### config.mk
export PLATFORM = sky130hd
export DESIGN_NAME = ghost_move_commit
export DESIGN_NICKNAME = d
export VERILOG_FILES = /design/src/rtl/ghost_move_commit_pkg.sv /design/src/rtl/ghost_move_commit_tile_div.sv /design/src/rtl/ghost_move_commit.sv
export SDC_FILE = /design/constraint.sdc
export NUM_CORES = 1
export LEC_CHECK = 0
export ABC_CLOCK_PERIOD_IN_PS = 4600
export CAP_MARGIN = 30
export CORE_AREA = 5 5 322 324
export CTS_BUF_LIST = sky130_fd_sc_hd__clkbuf_16
export DETAILED_ROUTE_END_ITERATION = 10
export DIE_AREA = 0 0 327 329
export HOLD_SLACK_MARGIN = 0.15
export SLEW_MARGIN = 20
export SYNTH_ARGS = -nofsm -noshare
export SYNTH_HDL_FRONTEND = slang
export SYNTH_HIERARCHICAL = 1
export SYNTH_SLANG_ARGS = --single-unit
### constraint.sdc
create_clock -name clk -period 4.6 [get_ports clk]
set_input_delay 0.92 -clock clk [delete_from_list [all_inputs] [get_ports clk]]
set_output_delay 0.92 -clock clk [all_outputs]
set_load 0.01 [all_outputs]
### src/rtl/ghost_move_commit_pkg.sv
// Shared constants, FSM state type and tile-index helper for the ghost move-commit slice.
// Playfield is 640x480 pixels split into a 32x24 grid of 20-pixel tiles.
package ghost_move_commit_pkg;

  localparam int WIDTH        = 640;
  localparam int HEIGHT       = 480;
  localparam int TILE_ROW_NUM = 24;
  localparam int TILE_COL_NUM = 32;

  localparam int XW       = $clog2(WIDTH);
  localparam int YW       = $clog2(HEIGHT);
  localparam int QW       = $clog2((TILE_COL_NUM > TILE_ROW_NUM) ? TILE_COL_NUM : TILE_ROW_NUM);
  localparam int MAP_BITS = TILE_ROW_NUM * TILE_COL_NUM;
  localparam int IDX_W    = $clog2(MAP_BITS);

  localparam logic [1:0] DIR_UP    = 2'd0;
  localparam logic [1:0] DIR_DOWN  = 2'd1;
  localparam logic [1:0] DIR_LEFT  = 2'd2;
  localparam logic [1:0] DIR_RIGHT = 2'd3;

  typedef enum logic [2:0] {
    ST_IDLE,
    ST_LATCH,
    ST_DIVIDE,
    ST_CHECK,
    ST_COMMIT
  } state_t;

  // Wall map is row-major: bit = row * columns + col.
  function automatic logic [IDX_W-1:0] tile_index(input logic [QW-1:0] row,
                                                  input logic [QW-1:0] col);
    return IDX_W'(row) * IDX_W'(TILE_COL_NUM) + IDX_W'(col);
  endfunction

endpackage

### src/rtl/ghost_move_commit_tile_div.sv
// tile_div_step: iterative divide-by-TILE, one subtract per cycle after start.
// done is high whenever the remainder has dropped below TILE; quotient is then the floor.
module tile_div_step
  import ghost_move_commit_pkg::*;
#(
  parameter int W    = 10,
  parameter int Q_W  = QW,
  parameter int TILE = 20
) (
  input  logic           clk,
  input  logic           reset,
  input  logic           start,
  input  logic [W-1:0]   value,
  output logic           done,
  output logic [Q_W-1:0] quotient
);

  localparam logic [W-1:0] TILE_L = W'(TILE);

  logic [W-1:0]   rem_q, rem_d;
  logic [Q_W-1:0] quot_q, quot_d;

  always_comb begin
    rem_d  = rem_q;
    quot_d = quot_q;
    if (start) begin
      rem_d  = value;
      quot_d = '0;
    end else if (rem_q >= TILE_L) begin
      rem_d  = rem_q - TILE_L;
      quot_d = quot_q + Q_W'(1);
    end
  end

  always_ff @(posedge clk) begin
    if (reset) begin
      rem_q  <= '0;
      quot_q <= '0;
    end else begin
      rem_q  <= rem_d;
      quot_q <= quot_d;
    end
  end

  assign done     = (rem_q < TILE_L);
  assign quotient = quot_q;

endmodule

### src/rtl/ghost_move_commit.sv
// ghost_move_commit: latches a proposed ghost step, finds its tile, checks walls and commits or holds.
// Define GHOST_TUNNEL_EN to wrap horizontally out-of-bounds targets to the opposite edge.
module ghost_move_commit
  import ghost_move_commit_pkg::*;
#(
  parameter int unsigned START_X   = 260,
  parameter int unsigned START_Y   = 240,
  parameter logic [1:0]  START_DIR = DIR_LEFT,
  parameter int unsigned TILE      = 20,
  parameter int unsigned BOUND_X1  = 620,
  parameter int unsigned BOUND_Y1  = 460
) (
  input  logic                clk,
  input  logic                reset,
  input  logic                move_tick,
  input  logic [XW-1:0]       next_x,
  input  logic [YW-1:0]       next_y,
  input  logic [1:0]          dir_in,
  input  logic [MAP_BITS-1:0] tilemap_walls,
  input  logic [XW-1:0]       pac_x,
  input  logic [YW-1:0]       pac_y,
  output logic [XW-1:0]       x,
  output logic [YW-1:0]       y,
  output logic [1:0]          dir_out,
  output logic                busy,
  output logic                step_done,
  output logic                blocked,
  output logic                collide,
  output logic                overrun
);

  localparam logic [XW-1:0] BX1 = XW'(BOUND_X1);
  localparam logic [YW-1:0] BY1 = YW'(BOUND_Y1);

  state_t state_q, state_d;

  logic [XW-1:0] tgt_x_q, tgt_x_d;
  logic [YW-1:0] tgt_y_q, tgt_y_d;
  logic [1:0]    tgt_dir_q, tgt_dir_d;
  logic          oob_q, oob_d;
  logic [XW-1:0] x_q, x_d;
  logic [YW-1:0] y_q, y_d;
  logic [1:0]    dir_q, dir_d;
  logic          busy_q, busy_d;
  logic          step_done_q, step_done_d;
  logic          blocked_q, blocked_d;
  logic          collide_q, collide_d;
  logic          overrun_q, overrun_d;

  logic          x_oob, y_oob;
  logic          div_start;
  logic          div_x_done, div_y_done;
  logic [QW-1:0] col_quot, row_quot;
  logic          wall;

  tile_div_step #(.W(XW), .Q_W(QW), .TILE(TILE)) u_div_x (
    .clk      (clk),
    .reset    (reset),
    .start    (div_start),
    .value    (tgt_x_d),
    .done     (div_x_done),
    .quotient (col_quot)
  );

  tile_div_step #(.W(YW), .Q_W(QW), .TILE(TILE)) u_div_y (
    .clk      (clk),
    .reset    (reset),
    .start    (div_start),
    .value    (tgt_y_d),
    .done     (div_y_done),
    .quotient (row_quot)
  );

  assign wall = tilemap_walls[tile_index(row_quot, col_quot)];

  always_comb begin
    state_d     = state_q;
    tgt_x_d     = tgt_x_q;
    tgt_y_d     = tgt_y_q;
    tgt_dir_d   = tgt_dir_q;
    oob_d       = oob_q;
    x_d         = x_q;
    y_d         = y_q;
    dir_d       = dir_q;
    step_done_d = 1'b0;
    blocked_d   = blocked_q;
    div_start   = 1'b0;
    x_oob       = 1'b0;
    y_oob       = 1'b0;
    overrun_d   = overrun_q | (move_tick && (state_q != ST_IDLE));
    collide_d   = (x_q == pac_x) && (y_q == pac_y);

    case (state_q)
      ST_IDLE: begin
        if (move_tick) state_d = ST_LATCH;
      end
      ST_LATCH: begin
        tgt_x_d   = next_x;
        tgt_y_d   = next_y;
        tgt_dir_d = dir_in;
        x_oob     = (next_x > BX1);
        y_oob     = (next_y > BY1);
`ifdef GHOST_TUNNEL_EN
        if (x_oob && (dir_in == DIR_LEFT)) begin
          tgt_x_d = BX1;
          x_oob   = 1'b0;
        end else if (x_oob && (dir_in == DIR_RIGHT)) begin
          tgt_x_d = '0;
          x_oob   = 1'b0;
        end
`endif
        oob_d = x_oob | y_oob;
        // An out-of-range target is rejected outright, so the divide is skipped.
        if (x_oob | y_oob) begin
          state_d = ST_CHECK;
        end else begin
          div_start = 1'b1;
          state_d   = ST_DIVIDE;
        end
      end
      ST_DIVIDE: begin
        if (div_x_done && div_y_done) state_d = ST_CHECK;
      end
      ST_CHECK: begin
        blocked_d   = oob_q | wall;
        step_done_d = 1'b1;
        if (!(oob_q | wall)) begin
          x_d   = tgt_x_q;
          y_d   = tgt_y_q;
          dir_d = tgt_dir_q;
        end
        state_d = ST_COMMIT;
      end
      ST_COMMIT: begin
        state_d = ST_IDLE;
      end
      default: begin
        state_d = ST_IDLE;
      end
    endcase

    busy_d = (state_d != ST_IDLE);
  end

  always_ff @(posedge clk) begin
    if (reset) begin
      state_q     <= ST_IDLE;
      tgt_x_q     <= '0;
      tgt_y_q     <= '0;
      tgt_dir_q   <= '0;
      oob_q       <= 1'b0;
      x_q         <= XW'(START_X);
      y_q         <= YW'(START_Y);
      dir_q       <= START_DIR;
      busy_q      <= 1'b0;
      step_done_q <= 1'b0;
      blocked_q   <= 1'b0;
      collide_q   <= 1'b0;
      overrun_q   <= 1'b0;
    end else begin
      state_q     <= state_d;
      tgt_x_q     <= tgt_x_d;
      tgt_y_q     <= tgt_y_d;
      tgt_dir_q   <= tgt_dir_d;
      oob_q       <= oob_d;
      x_q         <= x_d;
      y_q         <= y_d;
      dir_q       <= dir_d;
      busy_q      <= busy_d;
      step_done_q <= step_done_d;
      blocked_q   <= blocked_d;
      collide_q   <= collide_d;
      overrun_q   <= overrun_d;
    end
  end

  assign x         = x_q;
  assign y         = y_q;
  assign dir_out   = dir_q;
  assign busy      = busy_q;
  assign step_done = step_done_q;
  assign blocked   = blocked_q;
  assign collide   = collide_q;
  assign overrun   = overrun_q;

endmodule
==> results of run 1 <==
routing by layer:
layer / vias to the layer above / GRT usage / wire, um
met4: 20 / 0.0295 / 1540
met2: 662 / 0.224 / 36200
met3: 81 / 0.0555 / 8700
li1: 5475 / - / -
met1: 5977 / 0.176 / 33100
met5: - / 0.00932 / 129
repair_timing:
item | in CTS | in global routing
buffers inserted | 0 | 1
hold endpoints to repair | 0 | 0
endpoints found under the setup margin | 0 | 16
gates resized for setup | 0 | 2
registers in the layout (all words and copies together) (netlist names):
register	cells
state_q	3
u_div_x/rem_q	10
dir_out	2
tgt_x_q	10
overrun	1
u_div_x/quotient	5
y	9
step_done	1
busy	1
u_div_y/rem_q	9
collide	1
blocked	1
tgt_y_q	9
oob_q	1
x	10
tgt_dir_q	2
u_div_y/quotient	5
stage by stage:
stage	utilization	power [uW]	instance area (sq um)	hold WS, ns
final	0.205	6270	20700	0.471
after detailed placement	0.202	5670	20300	0.463
after global placement	0.202	5660	20300	0.462
after CTS	0.204	6400	20600	0.473
after floorplan	-	3710	10300	0.449
after global routing	0.205	6730	20700	0.489
worst max-delay path by stage:
stage / startpoint / to / slack (ns) / cells past startpoint
after floorplan: tilemap_walls[743] / dir_out[0] / 1.30 / 8
after global placement: tilemap_walls[357] / dir_out[0] / -0.09 / 10
after detailed placement: tilemap_walls[356] / y[2] / -0.05 / 10
after CTS: u_div_x/quotient[0] / y[2] / 0.09 / 10
after global routing: u_div_x/quotient[0] / y[2] / 0.08 / 10
final: u_div_x/quotient[0] / y[2] / 0.45 / 10
layout make-up:
| class | instances | area share |
|---|---|---|
| Antenna cell | 9 | 0.00109 |
| Clock buffer | 9 | 0.0109 |
| Clock inverter | 7 | 0.00260 |
| Inverter | 22 | 0.00400 |
| Multi-Input combinational cell | 747 | 0.394 |
| Sequential cell | 80 | 0.0785 |
| Tap cell | 1309 | 0.0793 |
| Timing Repair Buffer | 888 | 0.430 |
cell usage after synthesis, types with 4 or more instances:
cell type / instances / area [sq um]
sky130_fd_sc_hd__a2111oi_0: 4 / 35.0
sky130_fd_sc_hd__a211oi_1: 5 / 37.5
sky130_fd_sc_hd__a21oi_1: 19 / 95.1
sky130_fd_sc_hd__a221oi_1: 8 / 70.1
sky130_fd_sc_hd__a22oi_1: 18 / 135
sky130_fd_sc_hd__a31oi_1: 5 / 31.3
sky130_fd_sc_hd__a32oi_1: 4 / 35.0
sky130_fd_sc_hd__buf_1: 6 / 22.5
sky130_fd_sc_hd__buf_2: 25 / 125
sky130_fd_sc_hd__buf_4: 17 / 128
sky130_fd_sc_hd__buf_6: 10 / 113
sky130_fd_sc_hd__clkbuf_1: 37 / 139
sky130_fd_sc_hd__dfxtp_1: 80 / 1600
sky130_fd_sc_hd__ha_1: 6 / 75.1
sky130_fd_sc_hd__inv_1: 19 / 71.3
sky130_fd_sc_hd__mux2_2: 30 / 338
sky130_fd_sc_hd__mux2i_1: 84 / 841
sky130_fd_sc_hd__mux4_2: 179 / 4030
sky130_fd_sc_hd__nand2_1: 40 / 150
sky130_fd_sc_hd__nand2b_1: 39 / 244
sky130_fd_sc_hd__nand3_1: 30 / 150
sky130_fd_sc_hd__nand4_1: 5 / 31.3
sky130_fd_sc_hd__nor2_1: 52 / 195
sky130_fd_sc_hd__nor2b_1: 30 / 188
sky130_fd_sc_hd__nor3_1: 21 / 105
sky130_fd_sc_hd__nor4_1: 9 / 56.3
sky130_fd_sc_hd__o211ai_1: 6 / 45.0
sky130_fd_sc_hd__o21ai_0: 19 / 95.1
sky130_fd_sc_hd__o221ai_1: 19 / 166
sky130_fd_sc_hd__o22ai_1: 9 / 56.3
sky130_fd_sc_hd__o31ai_1: 7 / 52.6
sky130_fd_sc_hd__o32ai_1: 5 / 43.8
sky130_fd_sc_hd__or3_1: 4 / 25.0
sky130_fd_sc_hd__or3_2: 4 / 30.0
sky130_fd_sc_hd__xnor2_1: 17 / 149
sky130_fd_sc_hd__xor2_1: 10 / 87.6
power groups by stage:
| stage | combinational, uW | sequential (uW) | clock, uW |
|---|---|---|---|
| final | 4540 | 1050 | 687 |
| after global placement | 4570 | 1090 | 0 |
| after global routing | 4900 | 1080 | 745 |
| after CTS | 4590 | 1090 | 722 |
| after floorplan | 2810 | 901 | 0 |
| after detailed placement | 4570 | 1100 | 0 |
cell families after synthesis:
kind of cell,after synthesis,share of synthesized area
mux,293,0.504
simple gates,265,0.142
buf+inv,117,0.0589
xor+xnor,27,0.0229
fa+ha+maj,6,0.00726
compound gates,156,0.110
flops,80,0.155
critical path, stage by stage, from the launching register on:
cell                        delay [ns]
sky130_fd_sc_hd__dfxtp_4          0.60
sky130_fd_sc_hd__buf_12           0.26
sky130_fd_sc_hd__buf_12           0.21
sky130_fd_sc_hd__mux4_2           0.59
sky130_fd_sc_hd__mux4_2           0.51
sky130_fd_sc_hd__or3b_1           0.55
sky130_fd_sc_hd__o2111ai_1        0.25
sky130_fd_sc_hd__o21ai_1          0.19
sky130_fd_sc_hd__nor4_4           0.38
sky130_fd_sc_hd__buf_12           0.25
sky130_fd_sc_hd__mux2i_1          0.21
==> metrics.log, run 1 <==
INFO  metric run_status = complete, no violations
INFO  metric ctsRootBufferMaster = sky130_fd_sc_hd__clkbuf_16
INFO  metric layout.cells.most_common = sky130_fd_sc_hd__clkdlybuf4s50_1
INFO  metric hold_path_end = x[5]
INFO  metric fin_setup_tns = 0 ns
INFO  metric syn-num-nets = 1761
INFO  metric max-slew-margin-rel = 0.375
INFO  metric grt_start_max_net_pins = 65
INFO  metric port_buffers = 836
INFO  metric worst_case_clock_skew = ~0.011 ns
INFO  metric hold_path_startpoint = tgt_x_q[5]
INFO  metric initial_utilization = 0.103
INFO  metric final.period_utilization = 0.902
INFO  metric yosys_warnings = 6
INFO  metric p_per_area = 304 nW/um^2
INFO  metric part_of_the_total_power_dissipated_in_combinational_logic = 0.723
INFO  metric post_drt_wl_per_cell = 26.0 um
INFO  metric number_of_enable_flip_flop_cells_after_synthesis = 0
INFO  metric worst-endpoint-required = roughly 4.9 ns
INFO  metric netSwitchingFraction = 0.420
INFO  metric number_of_global_route_vias_before_repair = 13100
INFO  metric finalWorstPathRequiredPeriod = 4.15 ns
INFO  metric drc_errors = 0
INFO  metric drt_first_iter_violations = 706
INFO  metric die_width = between 300 and 400 um
INFO  metric syn_area_per_cell = 11.0 sq um
INFO  metric dominantRegCellSynth = sky130_fd_sc_hd__dfxtp_1
INFO  metric wirelength = 79700 um
INFO  metric post-dp-hpwl = 69300 um
INFO  metric power_switching = around 2600 uW
INFO  metric core_area = between 100000 and 150000 sq um
INFO  metric gp_routability_congestion = 0.981
INFO  metric grt.overflow.total = 0
INFO  metric critical_path_peak_fanout = 22
INFO  metric max-cap-violations = 0
INFO  metric rsz0062_at_grt = no
INFO  metric critPathLaunchType = register
INFO  metric tritoncts_clock_tree = done
INFO  metric n_fill_cell = 11100
INFO  metric r2r_start = u_div_x/quotient[0]
INFO  metric vdd_ir_drop_max = 0.214 mV
INFO  metric synthCells = 944
INFO  metric cts_hold_repair.buffers = 0
INFO  metric clock_transition_at_path_regs = around 0.060 ns
INFO  metric multiInputGateArea = 8140 sq um
INFO  metric leakage = 0.00664 uW
INFO  metric grt.total_usage = 0.139
INFO  metric fp.dieArea = 108000 sq um
INFO  metric worst_r2r_path_depth = 10
INFO  metric clock_sink_count = 80
INFO  metric crit_path_end_kind = register
INFO  metric firstDrtPassIters = 5
INFO  metric place_ws = -0.0482 ns
INFO  metric intPower = 3640 uW
INFO  metric synthToLayoutAreaGrowth = 99.7%
INFO  metric synth_area = 10300 sq um
INFO  metric pin_count = 837
INFO  metric crit-reg2reg-capture = y[2]
INFO  metric async_reset_ff_frac = 0
INFO  metric hold_path_class = reg -> reg
INFO  metric floorplan.rows = 117
INFO  metric grt_first_pass_wirelength = 105000 um
INFO  metric worst-endpoint-arrival = 4.42 ns
INFO  metric tightestPinTransition = 0.930 ns
INFO  metric sequential_cell_area = 1620 sq um
INFO  metric hold_depth = 2
INFO  metric setup_violations = 0
INFO  metric leading_cell_types_in_the_layout_fill_and_taps_excluded = sky130_fd_sc_hd__clkdlybuf4s50_1, sky130_fd_sc_hd__mux4_2, sky130_fd_sc_hd__mux2i_1
INFO  metric worstSetupPathType = reg -> reg
INFO  metric detailed_route_via_count = 12200
INFO  metric synth.distinct_cells = 73
INFO  metric setup.reg_to_reg.worst_slack = 0.45 ns
INFO  metric antenna_violations_before_repair = 26
INFO  metric post-route-worst-setup-slack = between 0.4 and 0.5 ns
INFO  metric cts-root-to-sink-buffers = 2
INFO  metric dp.cells = 3045
INFO  metric seqPwrFrac = 0.167
INFO  metric final-hold-violation-count = 0
INFO  metric post_route_cells_drive_above_1_share = 0.175
INFO  metric clockPowerShare = 0.109
INFO  metric clock.fmax = 241 MHz
INFO  metric cts_buffers = 9
INFO  metric register_bit_count_reported_by_yosys = 80
INFO  metric count_of_pins_over_their_slew_limit = 0
INFO  metric finish.net_count = around 2600
INFO  metric synth.yosys.seq_area_share = 0.155
INFO  metric cts_max_level = 3
INFO  metric antenna_violating_nets_post_route = 0
INFO  metric worst_skew_pair_later_pin_latency = 0.35 ns
INFO  metric final_cell_count_no_fill = 3071
INFO  metric via_density = 3.98
INFO  metric die_h = 329 um
Power figures use the tool's default switching activity.
==> run 2: changes to the inputs <==
Settings changed: ABC_CLOCK_PERIOD_IN_PS 4600 to 5200, CORE_AREA 5 5 322 324 to 5 5 327 329, DIE_AREA 0 0 327 329 to 0 0 332 334, PLACE_DENSITY set to 0.33.
Clock period 4.6 ns to 5.2 ns, I/O delays scaled along.
==> run 2 against run 1 <==
Register-to-register slack gained 0.30 ns; sequential cell count is the same; clock power shrank 8.6%; non-clock buffer count shrank 1; total power shrank 12%; global-route usage grew 0.78 points; critical path depth grew 1; count of clock-buffer cells in the layout is the same; setup slack gained 0.30 ns; first-iteration DRC count shrank 20%; largest power group unchanged; die area grew 3.1%.
==> metrics.log, run 2 (synthesis results as in run 1) <==
INFO  metric setup_violations = 0 (unchanged)
INFO  metric core_area = 103000 sq um (was 101000 sq um)
INFO  metric post_route_cells_drive_above_1_share = 0.173 (was 0.175)
INFO  metric worst-endpoint-arrival = 4.66 ns (was 4.42 ns)
INFO  metric finalWorstPathRequiredPeriod = 4.45 ns (was 4.15 ns)
INFO  metric worst_skew_pair_later_pin_latency = 0.35 ns (about the same)
INFO  metric post-route-worst-setup-slack = 0.754 ns (was 0.450 ns)
INFO  metric die_h = 334 um (was 329 um)
INFO  metric post_cts.resized_instances = 0 (unchanged)
INFO  metric number_of_global_route_vias_before_repair = 13700 (was 13100)
INFO  metric final_cell_count_no_fill = 3137 (was 3071)
INFO  metric clock_transition_at_path_regs = 0.06 ns (about the same)
INFO  metric firstDrtPassIters = 5 (unchanged)
INFO  metric tritoncts_clock_tree = done (unchanged)
INFO  metric critical_path_peak_fanout = 38 (was 22)
INFO  metric hold_path_class = reg -> reg (unchanged)
INFO  metric worst_case_clock_skew = 0.00864 ns (was 0.0106 ns)
INFO  metric n_fill_cell = 11300 (was 11100)
INFO  metric grt.met3_usage = 0.0372 (was 0.0555)
INFO  metric port_buffers = 836 (unchanged)
INFO  metric via_density = 3.90 (was 3.98)
INFO  metric gr-usage-met2 = 0.267 (was 0.224)
INFO  metric worst_path_largest_cell_delay = 0.79 ns (was 0.60 ns)
INFO  metric tightestPinTransition = 0.911 ns (was 0.930 ns)
INFO  metric die_width = 332 um (was 327 um)
INFO  metric place_ws = 0.485 ns (was -0.0482 ns)
INFO  metric max-cap-violations = 0 (unchanged)
INFO  metric pin_count = 837 (unchanged)
INFO  metric crit_path_end_kind = register (unchanged)
INFO  metric fin_setup_tns = 0 ns (unchanged)
INFO  metric drt_first_iter_violations = 567 (was 706)
INFO  metric post-dp-hpwl = 74200 um (was 69300 um)
INFO  metric antenna_violating_nets_post_route = 0 (unchanged)
INFO  metric rsz0062_at_grt = no (unchanged)
INFO  metric fin_util = 0.201 (was 0.205)
INFO  metric drc_errors = 0 (unchanged)
INFO  metric layout.cells.most_common = sky130_fd_sc_hd__clkdlybuf4s50_1 (unchanged)
INFO  metric cells_along_the_critical_path = buf_4, buf_4, mux4_2, mux2i_1, o21ai_0, a2111oi_0, or4_1, a311oi_1, nor4_4, buf_4, mux2i_1 (was buf_12, buf_12, mux4_2, mux4_2, or3b_1, o2111ai_1, o21ai_1, nor4_4, buf_12, mux2i_1)
INFO  metric critical-path-slowest-cell = sky130_fd_sc_hd__dfxtp_4 (unchanged)
INFO  metric gp_routability_congestion = 0.878 (was 0.981)
INFO  metric cts_max_level = 3 (unchanged)
INFO  metric post_cts_buffers = 0 (unchanged)
INFO  metric wirelength = 85400 um (was 79700 um)
INFO  metric p_per_area = 267 nW/um^2 (was 304 nW/um^2)
INFO  metric post_drt_wl_per_cell = 27.2 um (was 26.0 um)
INFO  metric cts_hold_repair.buffers = 0 (unchanged)
INFO  metric floorplan.rows = 118 (was 117)
INFO  metric finish.net_count = 2564 (was 2565)
INFO  metric grt_start_max_net_pins = 51 (was 65)
INFO  metric clock_sink_count = 80 (unchanged)
INFO  metric final.period_utilization = 0.855 (was 0.902)
INFO  metric cts-root-to-sink-buffers = 2 (unchanged)
INFO  metric fp.dieArea = 111000 sq um (was 108000 sq um)
INFO  metric initial_utilization = 0.100 (was 0.103)
INFO  metric vdd_ir_drop_max = 0.150 mV (was 0.214 mV)
INFO  metric path_common_cell = sky130_fd_sc_hd__buf_4 (was sky130_fd_sc_hd__buf_12)
INFO  metric leading_cell_types_in_the_layout_fill_and_taps_excluded = sky130_fd_sc_hd__clkdlybuf4s50_1, sky130_fd_sc_hd__mux4_2, sky130_fd_sc_hd__mux2i_1 (unchanged)
INFO  metric antenna_violations_before_repair = 19 (was 26)
INFO  metric synthToLayoutAreaGrowth = 100% (was 99.7%)
INFO  metric max-slew-margin-rel = 0.391 (was 0.375)
INFO  metric grt_util_met1 = 0.184 (was 0.176)
INFO  metric ctsRootBufferMaster = sky130_fd_sc_hd__clkbuf_16 (unchanged)
INFO  metric run_status = complete, no violations (unchanged)
INFO  metric grt.overflow.total = 0 (unchanged)
INFO  metric leakage = 0.00665 uW (was 0.00664 uW)
INFO  metric clock.fmax = 225 MHz (was 241 MHz)
INFO  metric worstSetupPathType = reg -> reg (unchanged)
INFO  metric dp.cells = 3115 (was 3045)
INFO  metric critPathLaunchType = register (unchanged)
INFO  metric count_of_pins_over_their_slew_limit = 0 (unchanged)
INFO  metric final-hold-violation-count = 0 (unchanged)
INFO  metric grt_first_pass_wirelength = 116000 um (was 105000 um)
INFO  metric busiest_layer = met2 (unchanged)
INFO  metric worst-endpoint-required = 5.42 ns (was 4.87 ns)
INFO  metric detailed_route_via_count = 12200 (about the same)
INFO  metric grt.total_usage = 0.147 (was 0.139)
INFO  metric cts_buffers = 9 (unchanged)
==> run 2: layout make-up <==
| type | instances | area [sq um] | area share |
|---|---|---|---|
| multi-input cells | 747 | 8140 | 0.393 |
| flip-flops and latches | 80 | 1620 | 0.0784 |
| inverters | 22 | 82.6 | 0.00399 |
| diodes | 5 | 12.5 | 0.000604 |
| clock buffers | 9 | 225 | 0.0109 |
| repair buffers | 887 | 8830 | 0.427 |
| well taps | 1380 | 1730 | 0.0834 |
| clock inverters | 7 | 57.6 | 0.00278 |
==> run 2: path summary, 6_finish.rpt <==
| check | endpoint | depth (start not counted) | startpoint | slack (ns) |
|---|---|---|---|---|
| worst max-delay path | x[8] | 11 | u_div_x/quotient[1] | 0.75 |
| worst min-delay path | overrun | 2 | overrun | 0.47 |
| worst max register to register | x[8] | 11 | u_div_x/quotient[1] | 0.75 |
| worst min register to register | overrun | 2 | overrun | 0.47 |
==> run 2: per-stage QoR <==
| stage | total power, uW | hold WS (ns) | instance area [sq um] |
|---|---|---|---|
| 2_1_floorplan | 3280 | 0.449 | 10300 |
| 3_3_place_gp | 4990 | 0.466 | 20400 |
| 3_5_place_dp | 5010 | 0.462 | 20400 |
| 4_1_cts | 5680 | 0.475 | 20700 |
| 5_1_grt | 5960 | 0.491 | 20700 |
| 6_report | 5530 | 0.474 | 20700 |
==> run 2: routing by layer <==
metal	share of wire	routed length (um)
met5	0.00096	82
met4	0.0039	329
met3	0.063	5340
met2	0.51	43300
met1	0.43	36300
==> run 2: power by group <==
part | internal [uW] | switching (uW) | total (uW)
combinational | 2150 | 1740 | 3890
clock | 365 | 264 | 628
sequential | 716 | 294 | 1010
==> run 2: critical path, delay by kind of cell, from the launching register on <==
family,cells,cell delay (ns)
flops,1,0.79
compound gates,3,1.19
mux,3,0.44
simple gates,2,0.82
buf+inv,3,0.98
